**config.mk**
```make
export PLATFORM = sky130hd
export DESIGN_NAME = du_word_sender
export DESIGN_NICKNAME = d
export VERILOG_FILES = /design/src/rtl/du_word_sender_pkg.sv /design/src/rtl/du_sync_fifo.sv /design/src/rtl/du_word_sender.sv
export SDC_FILE = /design/constraint.sdc
export NUM_CORES = 1
export LEC_CHECK = 0
export CAP_MARGIN = 25
export CELL_PAD_IN_SITES_DETAIL_PLACEMENT = 1
export CELL_PAD_IN_SITES_GLOBAL_PLACEMENT = 1
export CORE_MARGIN = 8
export CORE_UTILIZATION = 40
export DETAILED_ROUTE_END_ITERATION = 12
export PLACE_DENSITY = 0.77
export REMOVE_ABC_BUFFERS = 1
export SLEW_MARGIN = 30
export SYNTH_ARGS = -nofsm -noshare
export SYNTH_HDL_FRONTEND = slang
export SYNTH_HIERARCHICAL = 1
export SYNTH_SLANG_ARGS = --single-unit
```
**constraint.sdc**
```tcl
create_clock -name i_clock -period 3.15 [get_ports i_clock]
set_input_delay 0.63 -clock i_clock [delete_from_list [all_inputs] [get_ports i_clock]]
set_output_delay 0.63 -clock i_clock [all_outputs]
set_load 0.01 [all_outputs]
```
**src/rtl/du_word_sender_pkg.sv**
```systemverilog
// Shared parameters for the word sender: data widths, FIFO geometry and FSM encodings.
package du_word_sender_pkg;

   localparam int unsigned NB_DATA_DEF    = 32;
   localparam int unsigned N_BITS_DEF     = 8;
   localparam int unsigned FIFO_DEPTH_DEF = 4;
   localparam int unsigned ADDRWIDTH      = $clog2(FIFO_DEPTH_DEF);
   localparam int unsigned NB_CNT         = 3;
   localparam int unsigned NB_IDX         = 2;

   localparam logic [NB_CNT-1:0] MAX_BYTES = 3'd4;

   typedef enum logic [1:0] {
      IDLE      = 2'd0,
      LOAD      = 2'd1,
      START     = 2'd2,
      WAIT_DONE = 2'd3
   } state_t;

   // A word may carry 1..MAX_BYTES bytes; anything else is rejected at LOAD.
   function automatic logic count_legal(input logic [NB_CNT-1:0] n);
      return (n != '0) && (n <= MAX_BYTES);
   endfunction

endpackage

```
**src/rtl/du_sync_fifo.sv**
```systemverilog
// Single-clock FIFO with registered occupancy; pointers wrap modulo DEPTH (power of two).
module du_sync_fifo #(
   parameter int unsigned WIDTH = 35,
   parameter int unsigned DEPTH = 4,
   localparam int unsigned AW   = $clog2(DEPTH)
) (
   input  logic             clk,
   input  logic             rst_n,
   input  logic             push_i,
   input  logic [WIDTH-1:0] wdata_i,
   input  logic             pop_i,
   output logic [WIDTH-1:0] rdata_o,
   output logic [AW:0]      count_o,
   output logic             empty_o
);

   logic [WIDTH-1:0] mem_q [DEPTH];
   logic [AW-1:0]    wr_ptr_q;
   logic [AW-1:0]    rd_ptr_q;
   logic [AW:0]      count_q;
   logic             push_ok_c;
   logic             pop_ok_c;

   // A full FIFO refuses a push even when a pop happens in the same cycle.
   assign push_ok_c = push_i && (count_q != (AW+1)'(DEPTH));
   assign pop_ok_c  = pop_i && (count_q != '0);

   always_ff @(posedge clk) begin
      if (push_ok_c) begin
         mem_q[wr_ptr_q] <= wdata_i;
      end
   end

   always_ff @(posedge clk or negedge rst_n) begin
      if (!rst_n) begin
         wr_ptr_q <= '0;
         rd_ptr_q <= '0;
         count_q  <= '0;
      end else begin
         if (push_ok_c) begin
            wr_ptr_q <= wr_ptr_q + AW'(1);
         end
         if (pop_ok_c) begin
            rd_ptr_q <= rd_ptr_q + AW'(1);
         end
         case ({push_ok_c, pop_ok_c})
            2'b10:   count_q <= count_q + (AW+1)'(1);
            2'b01:   count_q <= count_q - (AW+1)'(1);
            default: count_q <= count_q;
         endcase
      end
   end

   assign rdata_o = mem_q[rd_ptr_q];
   assign count_o = count_q;
   assign empty_o = (count_q == '0);

endmodule

```
**src/rtl/du_word_sender.sv**
```systemverilog
// Queues words and streams each one LSB-first as 1..4 bytes to a UART transmitter.
module du_word_sender
   import du_word_sender_pkg::*;
#(
   parameter int unsigned NB_DATA    = NB_DATA_DEF,
   parameter int unsigned N_BITS     = N_BITS_DEF,
   parameter int unsigned FIFO_DEPTH = FIFO_DEPTH_DEF
) (
   input  logic               i_clock,
   input  logic               i_reset,
   input  logic               i_valid,
   input  logic [NB_DATA-1:0] i_data,
   input  logic [2:0]         i_nbytes,
   output logic               o_ready,
   output logic [N_BITS-1:0]  o_tx_data,
   output logic               o_tx_start,
   input  logic               i_tx_done,
   output logic               o_word_done,
   output logic               o_err,
   output logic               o_busy
);

   localparam int unsigned NB_ENTRY = NB_DATA + NB_CNT;
   localparam int unsigned AW       = $clog2(FIFO_DEPTH);

   logic [NB_ENTRY-1:0] fifo_rdata;
   logic [AW:0]         fifo_count;
   logic                fifo_empty;
   logic                fifo_pop_c;
   logic                push_c;
   logic [NB_DATA-1:0]  head_data_c;
   logic [NB_CNT-1:0]   head_nbytes_c;
   logic                last_byte_c;

   state_t              state_q, state_d;
   logic [NB_DATA-1:0]  word_q, word_d;
   logic [NB_CNT-1:0]   cnt_q, cnt_d;
   logic [NB_IDX-1:0]   idx_q, idx_d;
   logic [N_BITS-1:0]   tx_data_q, tx_data_d;
   logic                tx_start_q, tx_start_d;
   logic                word_done_q, word_done_d;
   logic                err_q, err_d;

   function automatic logic [N_BITS-1:0] sel_byte(input logic [NB_DATA-1:0] w,
                                                  input logic [NB_IDX-1:0]  i);
      return N_BITS'(w >> (N_BITS * i));
   endfunction

   assign push_c = i_valid && o_ready;

   du_sync_fifo #(
      .WIDTH (NB_ENTRY),
      .DEPTH (FIFO_DEPTH)
   ) u_fifo (
      .clk     (i_clock),
      .rst_n   (i_reset),
      .push_i  (push_c),
      .wdata_i ({i_nbytes, i_data}),
      .pop_i   (fifo_pop_c),
      .rdata_o (fifo_rdata),
      .count_o (fifo_count),
      .empty_o (fifo_empty)
   );

   assign head_data_c   = fifo_rdata[NB_DATA-1:0];
   assign head_nbytes_c = fifo_rdata[NB_ENTRY-1:NB_DATA];
   assign last_byte_c   = ({1'b0, idx_q} == (cnt_q - 3'd1));

   // Next-state, byte mux and pulse generation; pulses are registered one cycle ahead.
   always_comb begin
      state_d     = state_q;
      word_d      = word_q;
      cnt_d       = cnt_q;
      idx_d       = idx_q;
      tx_data_d   = tx_data_q;
      tx_start_d  = 1'b0;
      word_done_d = 1'b0;
      err_d       = 1'b0;
      fifo_pop_c  = 1'b0;
      case (state_q)
         IDLE: begin
            if (!fifo_empty) begin
               state_d = LOAD;
            end
         end
         LOAD: begin
            fifo_pop_c = 1'b1;
            word_d     = head_data_c;
            cnt_d      = head_nbytes_c;
            idx_d      = '0;
            if (count_legal(head_nbytes_c)) begin
               state_d    = START;
               tx_start_d = 1'b1;
               tx_data_d  = sel_byte(head_data_c, '0);
            end else begin
               state_d = IDLE;
               err_d   = 1'b1;
            end
         end
         START: begin
            state_d = WAIT_DONE;
         end
         WAIT_DONE: begin
            if (i_tx_done) begin
               if (last_byte_c) begin
                  state_d     = IDLE;
                  word_done_d = 1'b1;
               end else begin
                  state_d    = START;
                  idx_d      = idx_q + 2'd1;
                  tx_start_d = 1'b1;
                  tx_data_d  = sel_byte(word_q, idx_q + 2'd1);
               end
            end
         end
         default: state_d = IDLE;
      endcase
   end

   always_ff @(posedge i_clock or negedge i_reset) begin
      if (!i_reset) begin
         state_q     <= IDLE;
         word_q      <= '0;
         cnt_q       <= '0;
         idx_q       <= '0;
         tx_data_q   <= '0;
         tx_start_q  <= 1'b0;
         word_done_q <= 1'b0;
         err_q       <= 1'b0;
      end else begin
         state_q     <= state_d;
         word_q      <= word_d;
         cnt_q       <= cnt_d;
         idx_q       <= idx_d;
         tx_data_q   <= tx_data_d;
         tx_start_q  <= tx_start_d;
         word_done_q <= word_done_d;
         err_q       <= err_d;
      end
   end

   assign o_ready     = (fifo_count < (AW+1)'(FIFO_DEPTH));
   assign o_busy      = (state_q != IDLE) || !fifo_empty;
   assign o_tx_data   = tx_data_q;
   assign o_tx_start  = tx_start_q;
   assign o_word_done = word_done_q;
   assign o_err       = err_q;

endmodule

```
---- Word level (Yosys, flattened, before mapping) ----
Memory sizes are Yosys's and may differ from the RTL's.
Cells that the tools add are included.
cells by class
  add/sub/neg operators ................... 6
  $lt $le $gt $ge ......................... 2
  eq/ne operators ......................... 11
  shifts and indexed selects .............. 1
  muxes and demuxes ....................... 25
  reduce and logical (&&, ||, !) cells .... 16
operators by type and width
  kind                                                 number
  right shift 32 x 5 -> 8 bit                          1
  2-to-1 mux 8 bit                                     3
  case mux 8 bit (2 select lines)                      1
  2-to-1 mux 2 bit                                     6
  2-to-1 mux 1 bit                                     11
  != test 2 bit, second input constant                 4
  case mux 2 bit (4 select lines)                      1
  adder 2 x 1 -> 2 bit, second input constant          3
  equality test 2 bit, second input constant           3
  case mux 3 bit (2 select lines)                      1
  nonzero test 2 bit                                   3
  nonzero test 3 bit                                   2
  subtractor 3 x 1 -> 3 bit, second input constant     2
  equality test 2 x 1 -> 1 bit, second input constant  2
  logical AND 1 bit                                    4
  case mux 2 bit (2 select lines)                      1
  AND reduction 4 bit                                  1
  adder 3 x 1 -> 3 bit, second input constant          1
  equality test 2 x 3 -> 1 bit                         1
  <= comparator 3 bit, second input constant           1
  zero test 3 bit                                      1
  < comparator 3 bit, second input constant            1
  != test 3 bit, second input constant                 1
  AND reduction 3 bit                                  1
  other kinds (5)                                      5
storage, ports and cells
  bits in registers ....................... 57
  memory bits (writable) .................. 140
  input bits .............................. 39
  output and inout port bits .............. 13
  logic and storage cells ................. 73
  memories kept ........................... 1
memories
  memory        words  width  read ports  clocked after memory_dff  wr ports  RTL line            source
  u_fifo.mem_q  4      35     1           0                         1         du_sync_fifo.sv:17  logic [WIDTH-1:0] mem_q [DEPTH];

---- Depth between registers and ports, before layout ----
  word-level depth ........................ 5
  gate-level depth with buffers ........... 12
  depth with buffers taken out ............ 9

---- By module ----
The synthesis kept the hierarchy.
by module, submodules not included
  module          times used  cells each  area an instance (um^2)  sequential area each (um^2)
  du_sync_fifo    1           222         5,534.1                  4,379.2
  du_word_sender  1           245         2,312.2                  1,251.2

---- Worst setup path before layout ----
OpenSTA, ideal clock, no wires.
  path kind ............................... in2reg
  start ................................... in i_valid
  end ..................................... mem u_fifo.mem_q[3][0] (enable)
  library setup time ...................... 439 ps
  arrival ................................. 2,552 ps
  required time ........................... 2,711 ps
  path slack .............................. 160 ps
  cell stages on the path ................. 3
  path buffers ............................ 0
  cells stage by stage .................... nor2b_1 > nand2_1 > a21oi_1
on the way
  cells in the longest elaborated chain, start to end .. 4
RTL lines
  what                                    RTL line              source
  start, declared                         du_word_sender.sv:11  input logic i_valid,
  logical AND 1 bit                       du_word_sender.sv:49  assign push_c = i_valid && o_ready;
  logical AND 1 bit                       du_sync_fifo.sv:25    assign push_ok_c = push_i && (count_q != (AW+1)'(DEPTH));
  2-to-1 mux 1 bit                        du_sync_fifo.sv:29    if (push_ok_c) begin
  2-to-1 mux 1 bit (not written as such)  du_sync_fifo.sv:30    mem_q[wr_ptr_q] <= wdata_i;
  end, declared                           du_sync_fifo.sv:17
No other way between the ends.

---- Worst setup path in the final report ----
  start ................................... reg u_fifo.count_q[2] (netlist: u_fifo/count_o[2])
  end ..................................... out o_busy
on the way
  cells in the longest elaborated chain, start to end .. 3
RTL lines
  what                    RTL line               source
  start, declared         du_sync_fifo.sv:20     logic [AW:0] count_q;
  start signal, assigned  du_sync_fifo.sv:47     2'b10: count_q <= count_q + (AW+1)'(1);
  start signal, assigned  du_sync_fifo.sv:48     2'b01: count_q <= count_q - (AW+1)'(1);
  start signal, assigned  du_sync_fifo.sv:49     default: count_q <= count_q;
  zero test 3 bit         du_sync_fifo.sv:56     assign empty_o = (count_q == '0);
  net fifo_empty          du_word_sender.sv:28   logic fifo_empty;
  zero test 1 bit         du_word_sender.sv:143  assign o_busy = (state_q != IDLE) || !fifo_empty;
  logical OR 1 bit        du_word_sender.sv:143
  end, declared           du_word_sender.sv:20   output logic o_busy
The timed path passes the listed nets, and every way through them passes these cells.

==> reports/metrics.cfg <==
[status]
outcome = finished clean

[grt]
grt_remaining_overflow = 0
grt_first_pass_wirelength_mm = 26.41
grt_max_degree = 58
globalRouteTotalUtil = 0.1449
grt_pass1_vias = 4596
grt_antenna_before_repair = 0

[synth]
ys.flop_type = edfxtp_1
yosysTopAreaCell = edfxtp_1
synthCells = 467
synth_top_family_by_area = multiplexers
synth.top_cell.area_share = 0.5358
synthAdderAreaFrac = 0.01212
synth-compound-area-share = 0.01276
syn_area_sq_mm = 0.007846
synth-xor-area-share = 0.01005
synthArstFlopShare = 0.2893
yosysMostFrequentCell = edfxtp_1
synth-seq-cells = 197
ys_seq_area_frac = 0.7176
synthMuxAreaShare = 0.1438
synth_area_leaders = edfxtp_1 (54%), dfrtp_1 (18%), mux4_2 (8.6%), nand2_1 (6.4%), mux4_1 (4.4%)
avgSynthCellArea_sq_um = 16.80
synthTopCellsByCount = edfxtp_1 (140), nand2_1 (133), dfrtp_1 (57), mux4_2 (30), mux4_1 (13)
ys_types = 35
yosys_warnings = 6
synth_edf_count = 140
yosys.area_share.simple = 0.07734

[pwr]
p_per_area_mw_per_mm2 = 670.3
p_leak_nw = 3.499
ir_drop_uv = 391.6
p_total_mw = 6.173

[routing]
first_pass_iters = 4
wl_per_cell_um = 20.30
drc_errors = 0
avgViaCountPerCell = 5.031
routed_wirelength_mm = 16.42
first_iter_violations = 277
postRouteAntennaNets = 0
vias = 4070

[worst_setup_path]
endpoint_kind = output pin
reg2reg_depth = 5
setup.worst_path.class = register to output pin
ff2ff_setup_slack_ns = 0.79
path_cells = or3_1, inv_1, nand2_1, clkdlybuf4s50_1
required_ns = 2.52
worstPathArrival_ns = 2.02
worstPathMaxFanout = 6
startpoint_type = register
slowest_delay_ns = 0.49
r2r-end = o_tx_data[2]$_DFFE_PN0P_
slowest_stage = dfrtp_1
r2r_start = u_fifo/rd_ptr_q[0]$_DFFE_PN0P_

[clocking]
cts_max_level = 4
tritoncts = yes
hold_buffers = 0
cts_buffers = 17
cts_buffer_depth = 2
root_buffer = clkbuf_16
clk_pin_slew_worst_paths_ns = 0.07
cts.sinks = 197
cts_resized = 0
clock_latency_ns = 0.43
cts_setup_buffers = 0

[timing]
min_period_over_period = 0.8420
hold_viol = 0
fin_hold_ws_ns = 0.3594
tns_ns = 0
slew_violations = 0
fmax_ghz = 0.3770
finalCriticalPeriod_ns = 2.652
setup_viol = 0
worstMarginPinSlew_ns = 0.7676
max-slew-margin-rel = 0.4882
fin_ws_ns = 0.4978
rsz0062_at_grt = no
finClkSkew_ns = 0.005937

[final_layout]
layout-drive-gt1-share = 0.1654
fin_util = 0.4763
filler_cell_count = 1865
n_antenna_cell = 0
area_growth_pct = 17.37
layout.nets = 577

[floorplan]
die_w_um = 156.1
rows = 51
pin_count = 52
die_h_um = 156.1
die_area_sq_mm = 0.02435
initial_core_util = 0.4058
core_sq_mm = 0.01933

[placement]
gp_congestion = 0.7895
dp_hpwl_mm = 10.56
io_buffers = 51
dpl_worst_slack_ns = 0.4278

[job]
cap_viol_max_count = 0

[min_path]
hold_class = primary input to asynchronous set/reset pin

-- state kept, by name, indices dropped and copies added, names as in the netlist, 3 cells and up --
| register | flops |
|---|---|
| u_fifo/count_o | 3 |
| cnt_q | 3 |
| u_fifo/mem_q | 140 |
| word_q | 32 |
| o_tx_data | 8 |
-- metrics by stage --
step                      cell area (sq um)  std cells
after detailed placement               8651        777
after floorplan                        7689        446
after global placement                 8651        777
final                                  9209        809
after CTS                              9209        809
after global routing                   9209        809
-- per-layer routing --
layer,part of all wire,global-route usage,vias up
li1,-,-,1847
met1,0.44,0.1843,2131
met2,0.51,0.2395,77
met3,0.040,0.03657,15
met4,0.011,0.04482,0
met5,0,0,-
-- kinds of logic (layout without fill, tap and decap cells) --
logic type,Yosys count,in the layout
AOI/OAI and AO/OA,14,14
xor gates and xnor gates,9,9
adders and majority gates,7,7
buffers and inverters,34,111
DFF,197,197
muxes,53,53
and+or+nand+nor,153,153
-- worst max-delay path, delay by kind of cell (launching register included) --
family        cells  cell delay [ns]
buf+inv           2             0.58
flops             1             0.49
simple gates      2             0.52
-- power by group --
part | switching, mW | leakage (nW) | internal, mW
Combinational | 0.500 | 1.21 | 0.353
Clock | 0.961 | 0.259 | 1.10
Sequential | 0.130 | 2.03 | 3.13
Total | 1.59 | 3.50 | 4.58
-- worst max-delay path by stage --
| stage | to | slack [ns] | start | cells after the start |
|---|---|---|---|---|
| 2_1_floorplan | o_tx_data[0]$_DFFE_PN0P_ | -0.1 | u_fifo/rd_ptr_q[0]$_DFFE_PN0P_ | 5 |
| 6_report | o_busy | 0.50 | u_fifo/count_o[2]$_DFFE_PN0P_ | 4 |
| 3_3_place_gp | u_fifo/count_o[2]$_DFFE_PN0P_ | 0.46 | i_valid | 10 |
| 3_5_place_dp | u_fifo/count_o[2]$_DFFE_PN0P_ | 0.43 | i_valid | 10 |
| 4_1_cts | o_busy | 0.44 | u_fifo/count_o[2]$_DFFE_PN0P_ | 4 |
| 5_1_grt | o_busy | 0.39 | u_fifo/count_o[2]$_DFFE_PN0P_ | 4 |
-- layout make-up --
class                   instances  area, sq um  share of cell area
multi-input cells             236         2021              0.2194
clock inverters                14        128.9             0.01399
flip-flops and latches        197         5632              0.6115
clock buffers                  18        429.2             0.04660
inverters                      13        48.80            0.005299
repair buffers                 66        618.1             0.06712
well taps                     265        331.6             0.03601
-- cells in the final DEF (no fill, tap or decap), types with 2 or more instances in the layout --
cell             instances
buf_4                   15
xor2_1                   5
a31oi_1                  2
ha_1                     6
nor2_1                   6
and3_1                   2
clkdlybuf4s50_1         50
inv_6                    3
o211ai_1                 2
o21ai_0                  4
mux4_2                  30
clkinvlp_4               4
edfxtp_1               140
mux4_1                  13
and2_1                   4
clkinv_4                 4
xnor2_1                  4
nand3_1                  2
dfrtp_1                 56
mux2_2                   9
nor3_1                   2
nand2_1                133
clkinv_1                 2
inv_1                   12
clkbuf_16               17
Power figures use the tool's default switching activity.
